==> config.mk <==
export PLATFORM = sky130hd
export DESIGN_NAME = heater_ctrl
export DESIGN_NICKNAME = d
export VERILOG_FILES = /design/src/rtl/heater_ctrl.sv
export SDC_FILE = /design/constraint.sdc
export NUM_CORES = 1
export LEC_CHECK = 0
export ABC_AREA = 1
export CAP_MARGIN = 30
export CORE_MARGIN = 2
export CORE_UTILIZATION = 49
export DETAILED_ROUTE_END_ITERATION = 8
export GPL_ROUTABILITY_DRIVEN = 0
export HOLD_SLACK_MARGIN = 0.02
export PLACE_DENSITY = 0.69
export SYNTH_ARGS = -nofsm -noshare
export SYNTH_HDL_FRONTEND = slang
export SYNTH_SLANG_ARGS = --single-unit
==> constraint.sdc <==
create_clock -name clk -period 6.7 [get_ports clk]
set_clock_uncertainty 0.2 [all_clocks]
set_input_delay 2.01 -clock clk [delete_from_list [all_inputs] [get_ports clk]]
set_output_delay 2.01 -clock clk [all_outputs]
set_load 0.02 [all_outputs]
==> src/rtl/heater_ctrl.sv <==
// heater_ctrl: heater/fan/lamp controller with fan purge run-on after heating
// and a saturating auto-off timer; all outputs registered from next state.
module heater_ctrl #(
  parameter int TICK_CYCLES  = 50000000,
  parameter int PURGE_S      = 30,
  parameter int TIMER_STEP_S = 600,
  parameter int TIMER_MAX_S  = 3600
) (
  input  logic        clk,
  input  logic        rst,
  input  logic [4:0]  key_pulse,
  output logic        power_on,
  output logic        heat_lo,
  output logic        heat_hi,
  output logic        fan_on,
  output logic        light_on,
  output logic        timer_active,
  output logic [11:0] remain_s
);
  localparam int PW = TICK_CYCLES > 1 ? $clog2(TICK_CYCLES) : 1;
  localparam int CW = PURGE_S > 1 ? $clog2(PURGE_S + 1) : 1;
  localparam logic [PW-1:0] TICK_LAST = PW'(TICK_CYCLES - 1);
  localparam logic [2:0] S_OFF   = 3'd0;
  localparam logic [2:0] S_STBY  = 3'd1;
  localparam logic [2:0] S_VENT  = 3'd2;
  localparam logic [2:0] S_HEAT1 = 3'd3;
  localparam logic [2:0] S_HEAT2 = 3'd4;
  localparam logic [2:0] S_PURGE = 3'd5;
  logic [2:0]    r_state, w_key_ns, w_ns;
  logic [PW-1:0] r_presc;
  logic [CW-1:0] r_purge;
  logic [11:0]   r_remain, w_sat;
  logic [12:0]   w_sum;
  logic r_off_pend, r_light, r_active, r_power, r_heat_lo, r_heat_hi, r_fan;
  logic w_tick, w_pwr, w_heat, w_fan, w_light, w_timer;
  logic w_moved, w_purge_end, w_expire, w_clear, w_timer_add, w_timed_state;
  assign w_tick  = r_presc == TICK_LAST;
  assign w_pwr   = key_pulse[0];
  assign w_heat  = key_pulse[1] & ~w_pwr;
  assign w_fan   = key_pulse[2] & ~w_pwr & ~key_pulse[1];
  assign w_light = key_pulse[3] & ~w_pwr;
  assign w_timer = key_pulse[4] & ~w_pwr;
  always_comb begin
    w_key_ns = r_state;
    case (r_state)
      S_OFF:   w_key_ns = w_pwr ? S_STBY : S_OFF;
      S_STBY:  w_key_ns = w_pwr ? S_OFF : w_heat ? S_HEAT1 : w_fan ? S_VENT : S_STBY;
      S_VENT:  w_key_ns = w_pwr ? S_OFF : w_heat ? S_HEAT1 : w_fan ? S_STBY : S_VENT;
      S_HEAT1: w_key_ns = w_pwr ? S_PURGE : w_heat ? S_HEAT2 : S_HEAT1;
      S_HEAT2: w_key_ns = (w_pwr | w_heat) ? S_PURGE : S_HEAT2;
      S_PURGE: w_key_ns = (w_heat & ~r_off_pend) ? S_HEAT1 : S_PURGE;
      default: w_key_ns = S_OFF;
    endcase
  end
  // user key transitions win over purge end and timer expiry
  assign w_moved     = w_key_ns != r_state;
  assign w_purge_end = (r_state == S_PURGE) & w_tick & (r_purge == CW'(1));
  assign w_expire    = r_active & w_tick & (r_remain == 12'd1);
  assign w_ns = w_moved ? w_key_ns
              : w_purge_end ? ((r_off_pend | w_pwr) ? S_OFF : S_STBY)
              : w_expire ? ((r_state == S_VENT) ? S_STBY : S_PURGE)
              : r_state;
  assign w_clear       = (w_ns == S_OFF) | (w_ns == S_STBY) | (w_ns == S_PURGE);
  assign w_timed_state = (r_state == S_VENT) | (r_state == S_HEAT1) | (r_state == S_HEAT2);
  assign w_timer_add   = w_timer & w_timed_state & (w_ns == r_state);
  assign w_sum = {1'b0, r_remain} + 13'(TIMER_STEP_S);
  assign w_sat = (w_sum > 13'(TIMER_MAX_S)) ? 12'(TIMER_MAX_S) : w_sum[11:0];
  always_ff @(posedge clk) begin
    if (rst) begin
      r_state    <= S_OFF;
      r_presc    <= '0;
      r_purge    <= '0;
      r_off_pend <= 1'b0;
      r_light    <= 1'b0;
      r_active   <= 1'b0;
      r_remain   <= '0;
      r_power    <= 1'b0;
      r_heat_lo  <= 1'b0;
      r_heat_hi  <= 1'b0;
      r_fan      <= 1'b0;
    end else begin
      r_state    <= w_ns;
      r_presc    <= w_tick ? '0 : r_presc + 1'b1;
      r_purge    <= ((w_ns == S_PURGE) & (r_state != S_PURGE)) ? CW'(PURGE_S)
                  : ((r_state == S_PURGE) & w_tick) ? r_purge - 1'b1 : r_purge;
      r_off_pend <= (w_ns == S_PURGE) & (w_pwr | ((r_state == S_PURGE) & r_off_pend));
      r_light    <= (w_ns == S_OFF) ? 1'b0 : r_light ^ (w_light & (r_state != S_OFF));
      r_active   <= w_clear ? 1'b0 : w_timer_add ? 1'b1
                  : (r_active & w_tick) ? (r_remain != 12'd1) : r_active;
      r_remain   <= w_clear ? '0 : w_timer_add ? w_sat
                  : (r_active & w_tick) ? r_remain - 12'd1 : r_remain;
      r_power    <= w_ns != S_OFF;
      r_heat_lo  <= (w_ns == S_HEAT1) | (w_ns == S_HEAT2);
      r_heat_hi  <= w_ns == S_HEAT2;
      r_fan      <= w_ns inside {S_VENT, S_HEAT1, S_HEAT2, S_PURGE};
    end
  end
  assign power_on     = r_power;
  assign heat_lo      = r_heat_lo;
  assign heat_hi      = r_heat_hi;
  assign fan_on       = r_fan;
  assign light_on     = r_light;
  assign timer_active = r_active;
  assign remain_s     = r_remain;
endmodule

==> flow_summary.yaml <==
clocking:
  cts_resized: 0
  cts_tree: "done"
  clock-sinks: 53
  cts_hold_buf: 0
  path_clk_slew_ns: 0.10
  cts_made_buffers: 5
  cts_buffer_depth: 2
  root_buffer: "clkbuf_8"
  clock_latency_ns: 0.30
  htreeDepth: 2
  cts_setup_buffers: 0
setup_path:
  end_kind: "flop"
  worstSetupPathType: "primary input to flop"
  r2r_cells: 16
  slowest_delay_ns: 0.47
  crit_chain: "clkdlybuf4s50_1, inv_2, nand2_1, nand3_1, nand2_1, nor2_2, nand3_1, nand2_2, nor2_4, nand2_2, nand2_2, nand2_2, nand2_4, a21oi_2, nand2_1, nand2_1, nor2_1"
  critPathTopFamily: "simple AND/OR/NAND/NOR gates"
  arrival_ns: 4.37
  timing.rr.end: "remain_s[0]"
  r2r-start: "r_presc[0]"
  worst-path-buf-inv: 2
  reg2reg_slack_ns: 3.83
  crit_slowest_cell: "clkdlybuf4s50_1"
  worstPathMaxFanout: 13
  required_ns: 6.71
  cp-start-kind: "primary input"
run:
  maxCapViolations: 0
worst_hold_path:
  min_path_type: "flop to flop"
  min-delay-start: "r_presc[0]"
  min_to: "r_presc[0]"
  hold_depth: 1
grt:
  grt_pass1_wl_um: 12700
  grt_overflow: 0
  grt_pass1_vias: 2871
  grt_max_degree: 20
  track_usage_pct: 20.7
  antenna_found_initial: 0
timing:
  max-slew-margin-rel_pct: 41.3
  finalHoldViolCount: 0
  max_freq_mhz: 229
  finalCritPeriodShare_pct: 65.1
  setup_slack_ns: 2.34
  totalNegativeSetupSlack_ns: 0
  rsz0062_at_grt: "no"
  worst_slew_pin_slew_ns: 0.878
  finalSetupViolCount: 0
  min_period_ns: 4.36
  drv_slew: 0
final_layout:
  layout-drive-gt1-share_pct: 8.33
  layout_commonest_cell: "nand2_1"
  multi_input_area_um2: 1880
  area_growth_pct: 12.9
  nNetsFinal: 540
  insertedDiodeCount: 0
  seq_area_um2: 1060
  num-fill-cells: 631
  final_cell_mix: "nand2_1 (110), nor2_1 (78), inv_1 (62)"
yosys:
  ys_types: 33
  syn_area_um2: 3240
  synth.avg_cell_area_um2: 6.44
  ys_seq_area_share_pct: 32.7
  syn_inst: 503
  ys_ff_latch: 53
  yosysWarnings: 0
  synthesis.nets: 516
detailed_routing:
  drc: 0
  via_count: 3167
  wl_per_cell_um: 11.7
  via_per_inst: 5.23
  postRouteAntennaNets: 0
  totalWireLength_um: 7110
  drt_iter0_drc: 164
  first_pass_iters: 5
placement:
  portBuffers: 24
  detailedPlace.worstSlack_ns: 2.04
  dp_hpwl_um: 5420
power_and_ir_drop:
  pwr_density_cell_nw_per_um2: 299
  p_leak_nw: 1.56
  vdd_ir_drop_max_mv: 0.223
die:
  core_area_um2: 6390
  io_pins: 25
  die_h_um: 85.3
  design.die.area_um2: 7280
  initial_core_util_pct: 50.7
  fp-row-count: 29
  die_x_um: 85.3
outcome:
  status: "finished, final reports clean"
## final cells by class
cell class	instances	share of cell area, %
inverter	69	7.08
clock inverter	2	1.03
tap	77	2.63
sequential	53	29.0
timing repair buffer	24	6.57
multi-input combinational	374	51.4
clock buffer	6	2.26
## how the worst max path moves through the flow
stage	start	endpoint	slack, ns	cells past startpoint
finish	key_pulse[0]	remain_s[3]	2.34	17
global route	key_pulse[0]	remain_s[4]	2.09	17
CTS	key_pulse[0]	remain_s[3]	2.37	17
detailed placement	key_pulse[0]	remain_s[3]	2.04	17
global placement	key_pulse[0]	remain_s[11]	2.15	17
floorplan	key_pulse[0]	remain_s[8]	2.88	19
## registers in the layout (all words and copies together) (netlist names)
name          flops
r_state           3
light_on          1
r_presc          26
timer_active      1
remain_s         12
heat_lo           1
fan_on            1
heat_hi           1
power_on          1
r_off_pend        1
r_purge           5
## cells in the mapped netlist
| cell type | number | area, um2 |
|---|---|---|
| nand2_1 | 110 | 413 |
| xnor2_1 | 2 | 17.5 |
| or2_2 | 3 | 18.8 |
| nor3_1 | 16 | 80.1 |
| nand2_4 | 2 | 22.5 |
| o21ai_1 | 1 | 5.00 |
| o21ai_0 | 26 | 130 |
| ha_1 | 6 | 75.1 |
| nor2_2 | 5 | 31.3 |
| dfxtp_1 | 53 | 1060 |
| nor4_1 | 5 | 31.3 |
| xor2_1 | 17 | 149 |
| nor2_1 | 78 | 293 |
| clkbuf_1 | 4 | 15.0 |
| nand4_1 | 6 | 37.5 |
| o21a_1 | 2 | 15.0 |
| nor3b_1 | 1 | 7.51 |
| clkinv_1 | 2 | 7.51 |
| o21ai_2 | 6 | 52.6 |
| inv_2 | 5 | 18.8 |
| a21oi_4 | 1 | 16.3 |
| inv_1 | 62 | 233 |
| a31oi_1 | 4 | 25.0 |
| buf_4 | 1 | 7.51 |
| nand3_2 | 3 | 30.0 |
| nor2_4 | 1 | 11.3 |
| a21oi_2 | 2 | 17.5 |
| nand3_1 | 40 | 200 |
| buf_6 | 1 | 11.3 |
| a21oi_1 | 26 | 130 |
| buf_2 | 1 | 5.00 |
| nand2_2 | 8 | 50.1 |
| nand3b_1 | 3 | 22.5 |
## where the power goes
group / switching (mW) / internal (mW) / leakage (nW)
sequential: 0.0347 / 0.356 / 0.430
combinational: 0.314 / 0.162 / 1.07
clock: 0.105 / 0.122 / 0.0574
total: 0.454 / 0.639 / 1.56
## layer usage
layer / wire length, um / vias to the layer above / GRT usage (%)
li1: - / 1656 / -
met1: 3430 / 1410 / 28.2
met2: 3270 / 89 / 33.7
met3: 281 / 12 / 3.50
met4: 121 / 0 / 6.20
met5: 0 / - / 0
## kinds of logic (layout without fill, tap and decap cells)
group,after synthesis,after routing,synth area share (%)
buffers and inverters,76,101,9.19
adder cells (fa/ha/maj),6,6,2.32
AO/OA/AOI/OAI,68,68,12.1
AND/OR/NAND/NOR,281,281,38.5
XOR/XNOR,19,19,5.14
flip-flops,53,53,32.7
## per-stage QoR
step	cell area (um2)	cells	hold WS [ns]	power [mW]	utilization [%]
after floorplan	3240	503	0.218	0.756	-
after global placement	3540	597	0.226	0.863	55.4
after detailed placement	3540	597	0.239	0.872	55.4
after CTS	3660	605	0.261	1.10	57.3
after global routing	3660	605	0.279	1.18	57.3
final	3660	605	0.254	1.09	57.3
(Power assumes the default switching activity.)
